===== src/rtl/mult_div_unit.sv =====
// mult_div_unit
// Iterative multiply/divide unit for the multicycle CPU datapath. A one-cycle
// start command launches a signed or unsigned multiply (shift-add) or divide
// (restoring shift-subtract). One iteration runs per cycle, followed by one
// sign-fix cycle. The HI/LO result registers live here.
//
// Ports:
//   clk, reset            clock, synchronous active-high reset
//   start_mult, start_div one-cycle commands, sampled only while idle
//   is_signed             two's-complement operation when 1
//   a, b                  multiplicand/dividend and multiplier/divisor
//   hi, lo                product halves, or remainder/quotient
//   busy                  operation in progress
//   done                  one-cycle completion pulse
//   div_zero              one-cycle pulse with done when dividing by zero
module mult_div_unit #(
  parameter int WIDTH = 32
) (
  input  logic             clk,
  input  logic             reset,
  input  logic             start_mult,
  input  logic             start_div,
  input  logic             is_signed,
  input  logic [WIDTH-1:0] a,
  input  logic [WIDTH-1:0] b,
  output logic [WIDTH-1:0] hi,
  output logic [WIDTH-1:0] lo,
  output logic             busy,
  output logic             done,
  output logic             div_zero
);

  localparam int CW = $clog2(WIDTH);

  typedef enum logic [1:0] {IDLE, MRUN, DRUN, FIX} state_t;

  state_t state, state_next;

  // acc holds the running {upper, lower} product while multiplying, and
  // {remainder, dividend/quotient} while dividing.
  logic [2*WIDTH-1:0] acc;
  logic [WIDTH-1:0]   operand_b;
  logic [CW-1:0]      count;
  logic               op_div;
  logic               neg_lo;
  logic               neg_hi;

  logic accept_mult, accept_div, zero_div, last_step;
  logic a_neg, b_neg;
  logic [WIDTH-1:0] a_mag, b_mag;

  logic [WIDTH:0]     mult_sum;
  logic [2*WIDTH-1:0] mult_next;
  logic [WIDTH+1:0]   div_trial;
  logic               div_borrow;
  logic [2*WIDTH-1:0] div_next;

  logic [2*WIDTH-1:0] prod_fixed;
  logic [WIDTH-1:0]   quot_fixed;
  logic [WIDTH-1:0]   rem_fixed;

  // start_mult wins over start_div; a zero divisor is answered straight from IDLE.
  assign accept_mult = (state == IDLE) && start_mult;
  assign accept_div  = (state == IDLE) && !start_mult && start_div && (b != '0);
  assign zero_div    = (state == IDLE) && !start_mult && start_div && (b == '0);
  assign last_step   = (count == CW'(WIDTH - 1));
  assign busy        = (state != IDLE);

  // Signed operands are reduced to magnitudes at capture; the most negative
  // value negates to itself, which is the correct unsigned magnitude.
  assign a_neg = is_signed & a[WIDTH-1];
  assign b_neg = is_signed & b[WIDTH-1];
  assign a_mag = a_neg ? -a : a;
  assign b_mag = b_neg ? -b : b;

  // Shift-add: add the multiplicand into the upper half when the current
  // multiplier bit is set, keeping the carry, then shift right by one.
  assign mult_sum  = {1'b0, acc[2*WIDTH-1:WIDTH]} + (acc[0] ? {1'b0, operand_b} : '0);
  assign mult_next = {mult_sum, acc[WIDTH-1:1]};

  // Restoring divide: shift the next dividend bit into the remainder and try a
  // subtract. On borrow the remainder is below the divisor, so its top bit is
  // zero and dropping it is safe.
  assign div_trial  = {1'b0, acc[2*WIDTH-1:WIDTH-1]} - {2'b00, operand_b};
  assign div_borrow = div_trial[WIDTH+1];
  assign div_next   = div_borrow ? {acc[2*WIDTH-2:WIDTH-1], acc[WIDTH-2:0], 1'b0}
                                 : {div_trial[WIDTH-1:0], acc[WIDTH-2:0], 1'b1};

  // Sign fix applied in the FIX cycle.
  assign prod_fixed = neg_lo ? -acc : acc;
  assign quot_fixed = neg_lo ? -acc[WIDTH-1:0] : acc[WIDTH-1:0];
  assign rem_fixed  = neg_hi ? -acc[2*WIDTH-1:WIDTH] : acc[2*WIDTH-1:WIDTH];

  // State register.
  always_ff @(posedge clk) begin
    if (reset) state <= IDLE;
    else       state <= state_next;
  end

  // Next-state logic: run WIDTH iterations, then one fix cycle.
  always_comb begin
    state_next = state;
    case (state)
      IDLE: begin
        if (accept_mult)     state_next = MRUN;
        else if (accept_div) state_next = DRUN;
      end
      MRUN:    if (last_step) state_next = FIX;
      DRUN:    if (last_step) state_next = FIX;
      FIX:     state_next = IDLE;
      default: state_next = IDLE;
    endcase
  end

  // Datapath, counter and result registers. hi/lo only change in FIX, so the
  // previous result stays visible for the whole operation.
  always_ff @(posedge clk) begin
    if (reset) begin
      acc       <= '0;
      operand_b <= '0;
      count     <= '0;
      op_div    <= 1'b0;
      neg_lo    <= 1'b0;
      neg_hi    <= 1'b0;
      hi        <= '0;
      lo        <= '0;
      done      <= 1'b0;
      div_zero  <= 1'b0;
    end else begin
      done     <= 1'b0;
      div_zero <= 1'b0;
      case (state)
        IDLE: begin
          if (accept_mult || accept_div) begin
            acc       <= {{WIDTH{1'b0}}, a_mag};
            operand_b <= b_mag;
            count     <= '0;
            op_div    <= accept_div;
            neg_lo    <= a_neg ^ b_neg;
            neg_hi    <= a_neg;
          end else if (zero_div) begin
            done     <= 1'b1;
            div_zero <= 1'b1;
          end
        end
        MRUN: begin
          acc   <= mult_next;
          count <= count + 1'b1;
        end
        DRUN: begin
          acc   <= div_next;
          count <= count + 1'b1;
        end
        FIX: begin
          if (op_div) begin
            hi <= rem_fixed;
            lo <= quot_fixed;
          end else begin
            hi <= prod_fixed[2*WIDTH-1:WIDTH];
            lo <= prod_fixed[WIDTH-1:0];
          end
          done  <= 1'b1;
          count <= '0;
        end
        default: ;
      endcase
    end
  end

endmodule


===== config.mk =====
export PLATFORM = sky130hd
export DESIGN_NAME = mult_div_unit
export DESIGN_NICKNAME = d
export VERILOG_FILES = /design/src/rtl/mult_div_unit.sv
export SDC_FILE = /design/constraint.sdc
export NUM_CORES = 1
export LEC_CHECK = 0
export ABC_AREA = 0
export CAP_MARGIN = 20
export CORE_UTILIZATION = 40
export DETAILED_ROUTE_END_ITERATION = 10
export GPL_TIMING_DRIVEN = 1
export PLACE_DENSITY = 0.6
export REMOVE_ABC_BUFFERS = 1
export SLEW_MARGIN = 20
export SYNTH_ARGS = -nofsm -noshare
export SYNTH_HDL_FRONTEND = slang
export SYNTH_SLANG_ARGS = --single-unit

===== constraint.sdc =====
create_clock -name clk -period 9.3 [get_ports clk]
set_clock_uncertainty 0.05 [all_clocks]
set_input_delay 0.93 -clock clk [delete_from_list [all_inputs] [get_ports clk]]
set_output_delay 0.93 -clock clk [all_outputs]
set_load 0.02 [all_outputs]

Yosys cells after proc, flatten, opt, wreduce, memory -nomap -nowiden

Index checks and enable logic that the tools add are counted.

Register bits after elaboration: 172
Latch bits: 0
RAM bits: 0
ROM bits: 0
Bits of input ports: 69
Output and inout port bits: 67
Word-level logic and storage cells: 67
Memories: 0

Add/sub/neg operators: 8
$mul: 0
Divide/modulo/power cells: 0
Magnitude comparators: 0
Eq/ne operators: 7
Shift operators: 0
Multiplexer cells: 20
Bitwise operators: 4
Reduce and logical (&&, ||, !) cells: 17

Operators with widths:

| cell                | number |
|---|---|
| $mux 32             | 7 |
| $mux 64             | 3 |
| $pmux 64 s3         | 1 |
| $neg 32->32         | 4 |
| $neg 64->64         | 1 |
| $sub 33x32->34      | 1 |
| $add 32x32->33      | 1 |
| $logic_not 32->1    | 1 |
| $reduce_bool 32->1  | 1 |
| $pmux 5 s3          | 1 |
| $mux 2              | 3 |
| $pmux 2 s3          | 1 |
| $reduce_and 2->1    | 3 |
| $add 5x1->5 const B | 1 |
| $eq 5x5->1 const B  | 1 |
| $logic_and 1x1->1   | 5 |
| $mux 5              | 1 |
| $eq 2x2->1 const B  | 2 |
| $ne 2x1->1 const B  | 2 |
| $reduce_or 2->1     | 2 |
| $ne 3x3->1 const B  | 1 |
| $reduce_bool 3->1   | 1 |
| $and 1x1->1         | 2 |
| $eq 2x1->1 const B  | 1 |
| other kinds (8)     | 9 |

Longest topological paths before layout

Depth after elaboration: 7
Mapped depth: 15
Mapped depth without buffers: 13

Worst setup path after synthesis

No wires, ideal clock.

Path type: input to register
From: in b[13]
To: reg acc[59]
Setup time: 0.137 ns
Data arrival time: 3.151 ns
Data required time: 9.113 ns
Path slack: 5.963 ns
Stages: 8
Buffers on the path: 0
Cell sequence: or4_4 -> or4_4 -> o41a_4 -> o21ai_4 -> nor2_2 -> and3_4 -> a32oi_1 -> o221ai_1

Longest elaborated chain between the ends: 5

Ends and longest elaborated chain:

| item                              | RTL line | RTL |
|---|---|---|
| from (decl)                       | 25       | `input logic [WIDTH-1:0] b,` |
| $reduce_bool 32->1                | 64       | `assign accept_div = (state == IDLE) && !start_mult && start_div && (b != '0);` |
| $logic_and 1x1->1                 | 64       |  |
| $logic_or 1x1->1                  | 134      | `if (accept_mult \|\| accept_div) begin` |
| $ne 2x1->1 (no source line)       | --       |  |
| $reduce_and 2->1 (no source line) | --       |  |
| to (signal assigned)              | 135      | `acc <= {{WIDTH{1'b0}}, a_mag};` |
| to (signal assigned)              | 147      | `acc <= mult_next;` |
| to (signal assigned)              | 151      | `acc <= div_next;` |
| to (decl)                         | 41       | `logic [2*WIDTH-1:0] acc;` |

Every way passes these cells.
A chain may end at the register's enable or synchronous reset.

Worst setup path in the final report

From: in b[26]
To: reg acc[61]

Same word-level chain as after synthesis.

==> metrics.log <==
INFO  metric r2r_slack = 5060 ps
INFO  metric timing.rr.start = acc[0]$_SDFFE_PP0P_
INFO  metric diodes_inserted = 0
INFO  metric syn-instance-count = 1,834
INFO  metric tightestPinTransition = 1040 ps
INFO  metric rows = 67
INFO  metric rsz_0062_raised_after_global_routing = no
INFO  metric drt-total-wl = 44.1 mm
INFO  metric cts.root.buffer_cell = clkbuf_16
INFO  metric final_layout_size_suffix_gt1_share = 4.93%
INFO  metric synth_enable_flop_cells = 0
INFO  metric filler_cell_count = 3,383
INFO  metric timing_worst_setup_path_type = primary input to register
INFO  metric detail_route.drc_violations = 0
INFO  metric multi_input_area = 9720 sq um
INFO  metric crit_end = acc[61]$_SDFFE_PP0P_
INFO  metric ctsHtreeMaxLevel = 4
INFO  metric cts_tree = yes
INFO  metric clock_edge_transition_at_the_registers_on_the_reported_setup_and_hold_paths = 70 ps
INFO  metric final-setup-viol-count = 0
INFO  metric critical_path_required = 9570 ps
INFO  metric die_width = 189 um
INFO  metric critPathMaxFanout = 59
INFO  metric synth_area_per_cell = 7.60 sq um
INFO  metric power.static_leakage = 6.15 nW
INFO  metric grt_pass1_wl = 69.7 mm
INFO  metric worstPathArrival = 4890 ps
INFO  metric postcts_resize_cnt = 0
INFO  metric io_pins = 136
INFO  metric grt_max_degree = 85
INFO  metric final_common_cell = nor2_1
INFO  metric numClockSinks = 172
INFO  metric fin_setup_tns = 0 ps
INFO  metric timing.critical_path.from_type = primary input
INFO  metric setup_ws = 4680 ps
INFO  metric final_area = 16,100 sq um
INFO  metric flow.area_growth_from_synthesis = 15.2%
INFO  metric result_of_the_run = finished clean
INFO  metric synth_seq_area_share = 24.7%
INFO  metric detailed_place.area = 15,400 sq um
INFO  metric worstSetupEndpointType = register
INFO  metric fin_nets = 2,020
INFO  metric layout_worst_path_cycle_share = 49.7%
INFO  metric pre_cts_ws = 4260 ps
INFO  metric antenna_found_initial = 0
INFO  metric hold_path_class = register to register
INFO  metric cap_viol_max_count = 0
INFO  metric r2r_end = acc[51]$_SDFFE_PP0P_
INFO  metric drtAntennaViolNets = 0
INFO  metric worst_ir_drop_vdd = 0.247 mV
INFO  metric via_per_inst = 5.81
INFO  metric hpwl = 33.5 mm
INFO  metric core_region_area = 33,900 sq um
INFO  metric ys_async_sr_fraction = 0%
INFO  metric cts_setup_buffers = 0
INFO  metric critical_path.startpoint = b[26]
INFO  metric period_minus_slack = 4620 ps
INFO  metric detail_route.wl_per_cell = 18.9 um
INFO  metric die_area = 35,600 sq um
INFO  metric reg2reg_depth = 12
INFO  metric drtIter0Drc = 1,122
INFO  metric synth-warning-count = 0
INFO  metric power.density = 231 nW/um^2
INFO  metric first_global_vias = 12,685
INFO  metric synth.cell_area = 13,900 sq um
INFO  metric origin_of_the_worst_min_delay_path = operand_b[31]$_SDFFE_PP0P_
INFO  metric ff_latch_area = 3440 sq um
INFO  metric initial_core_util = 41.2%
INFO  metric final_core_utilization = 47.4%
INFO  metric timing.max_slew.rel_slack = 30.1%
INFO  metric finalWeightedCongestion = 0.936
INFO  metric synth.lib_cells_used.distinct = 88
INFO  metric mostFrequentLayoutCells = 211 x nor2_1, 172 x dfxtp_1, 156 x a21oi_1
INFO  metric number_of_clock_buffers_inserted_by_tritoncts = 17
INFO  metric cts_buffer_depth = 2
INFO  metric number_of_max_slew_violations_in_the_final_report = 0
INFO  metric grt-ovfl-total = 0
INFO  metric grt_use_total = 24.5%
INFO  metric io_buffers = 135
INFO  metric vias = 13,565
INFO  metric cts_hold_buf = 0
INFO  metric ys.flop_type = dfxtp_1
INFO  metric die-height = 189 um
INFO  metric postSynthRegisterBits = 172
INFO  metric report.final.hold_viol_count = 0
INFO  metric highest_clock_rate = 216 MHz
INFO  metric clkLatencyLatePin = 450 ps
INFO  metric detail_route.first_pass.iterations = 5
==> cells in the mapped netlist (all sizes together) (5+ instances only) <==
cell | instances | area [sq um]
o41ai | 19 | 174
a21o | 35 | 263
buf | 39 | 229
dfxtp | 172 | 3440
a211oi | 94 | 726
nand3 | 28 | 140
nor2 | 216 | 835
o21a | 14 | 105
xnor2 | 88 | 771
nor4 | 19 | 153
nand4 | 19 | 119
inv | 66 | 248
nor3b | 5 | 48.8
or2 | 10 | 62.6
and3 | 15 | 98.8
xor2 | 83 | 727
nand2 | 155 | 582
o2111ai | 6 | 52.6
a21oi | 157 | 790
nor4b | 5 | 56.3
a31oi | 11 | 68.8
nor2b | 7 | 43.8
a22oi | 53 | 398
o21bai | 8 | 60.1
or3 | 24 | 160
and2 | 13 | 81.3
clkbuf | 87 | 329
nor3 | 32 | 160
o22ai | 11 | 68.8
o211ai | 36 | 270
ha | 74 | 926
o31ai | 19 | 143
nand2b | 15 | 93.8
o21ai | 88 | 452
or4 | 16 | 131
mux2i | 37 | 370
==> cells by family (layout without fill, tap and decap cells) <==
group                      Yosys count  in the layout  share of synthesized area, %
AOI/OAI and AO/OA                  595            595                          28.6
xor gates and xnor gates           171            171                          10.7
adders and majority gates           76             76                          6.93
buffers and inverters              192            243                          5.78
DFF                                172            172                          24.7
muxes                               38             38                          2.74
and+or+nand+nor                    590            590                          20.5
==> state kept, by name, indices dropped and copies added, names as in the netlist, 2 cells and up <==
name	flops
hi	32
lo	32
state	2
operand_b	32
acc	64
count	5
==> power by group <==
group	switching (mW)	total, mW	internal, mW
Sequential	0.202	1.09	0.891
Clock	0.308	0.795	0.487
Combinational	1.15	1.82	0.673
Total	1.66	3.71	2.05
==> critical path, stage by stage <==
cell and delay [ps]:
clkdlybuf4s50_1 490, or4_1 630, or3_1 390, o41a_4 580, o21ai_4 140, buf_4 550, nor2_2 140, nand3_1 650
o41ai_1 120, a21oi_1 130, o21ai_0 90
==> stage by stage <==
stage | hold WS, ps | cells | power, mW
3_5_place_dp | 396 | 2304 | 2.90
4_1_cts | 406 | 2333 | 3.70
3_3_place_gp | 391 | 2304 | 2.88
2_1_floorplan | 376 | 1708 | 2.31
5_1_grt | 433 | 2333 | 3.96
6_report | 401 | 2333 | 3.71
==> worst min path at each step <==
stage,depth (start not counted),endpoint,slack [ps]
5_1_grt,2,neg_lo$_SDFFE_PP0P_,430
2_1_floorplan,2,operand_b[31]$_SDFFE_PP0P_,380
3_3_place_gp,2,operand_b[31]$_SDFFE_PP0P_,390
6_report,2,operand_b[31]$_SDFFE_PP0P_,400
3_5_place_dp,2,operand_b[31]$_SDFFE_PP0P_,400
4_1_cts,2,operand_b[31]$_SDFFE_PP0P_,410
==> per-layer routing <==
layer / up-vias / routed length [um] / track usage, %
li1: 6782 / - / -
met1: 6315 / 21500 / 34.8
met2: 417 / 19400 / 38.0
met3: 51 / 2280 / 3.52
met4: 0 / 862 / 7.07
met5: - / 0 / 0
==> cell type report <==
| class | instances | area share [%] |
|---|---|---|
| clock buffer | 19 | 2.82 |
| clock inverter | 10 | 1.19 |
| inverter | 66 | 1.54 |
| multi-input combinational | 1470 | 60.5 |
| sequential | 172 | 21.4 |
| tap | 448 | 3.49 |
| timing repair buffer | 148 | 9.01 |
Note: power is estimated with default switching activity, not from simulation.
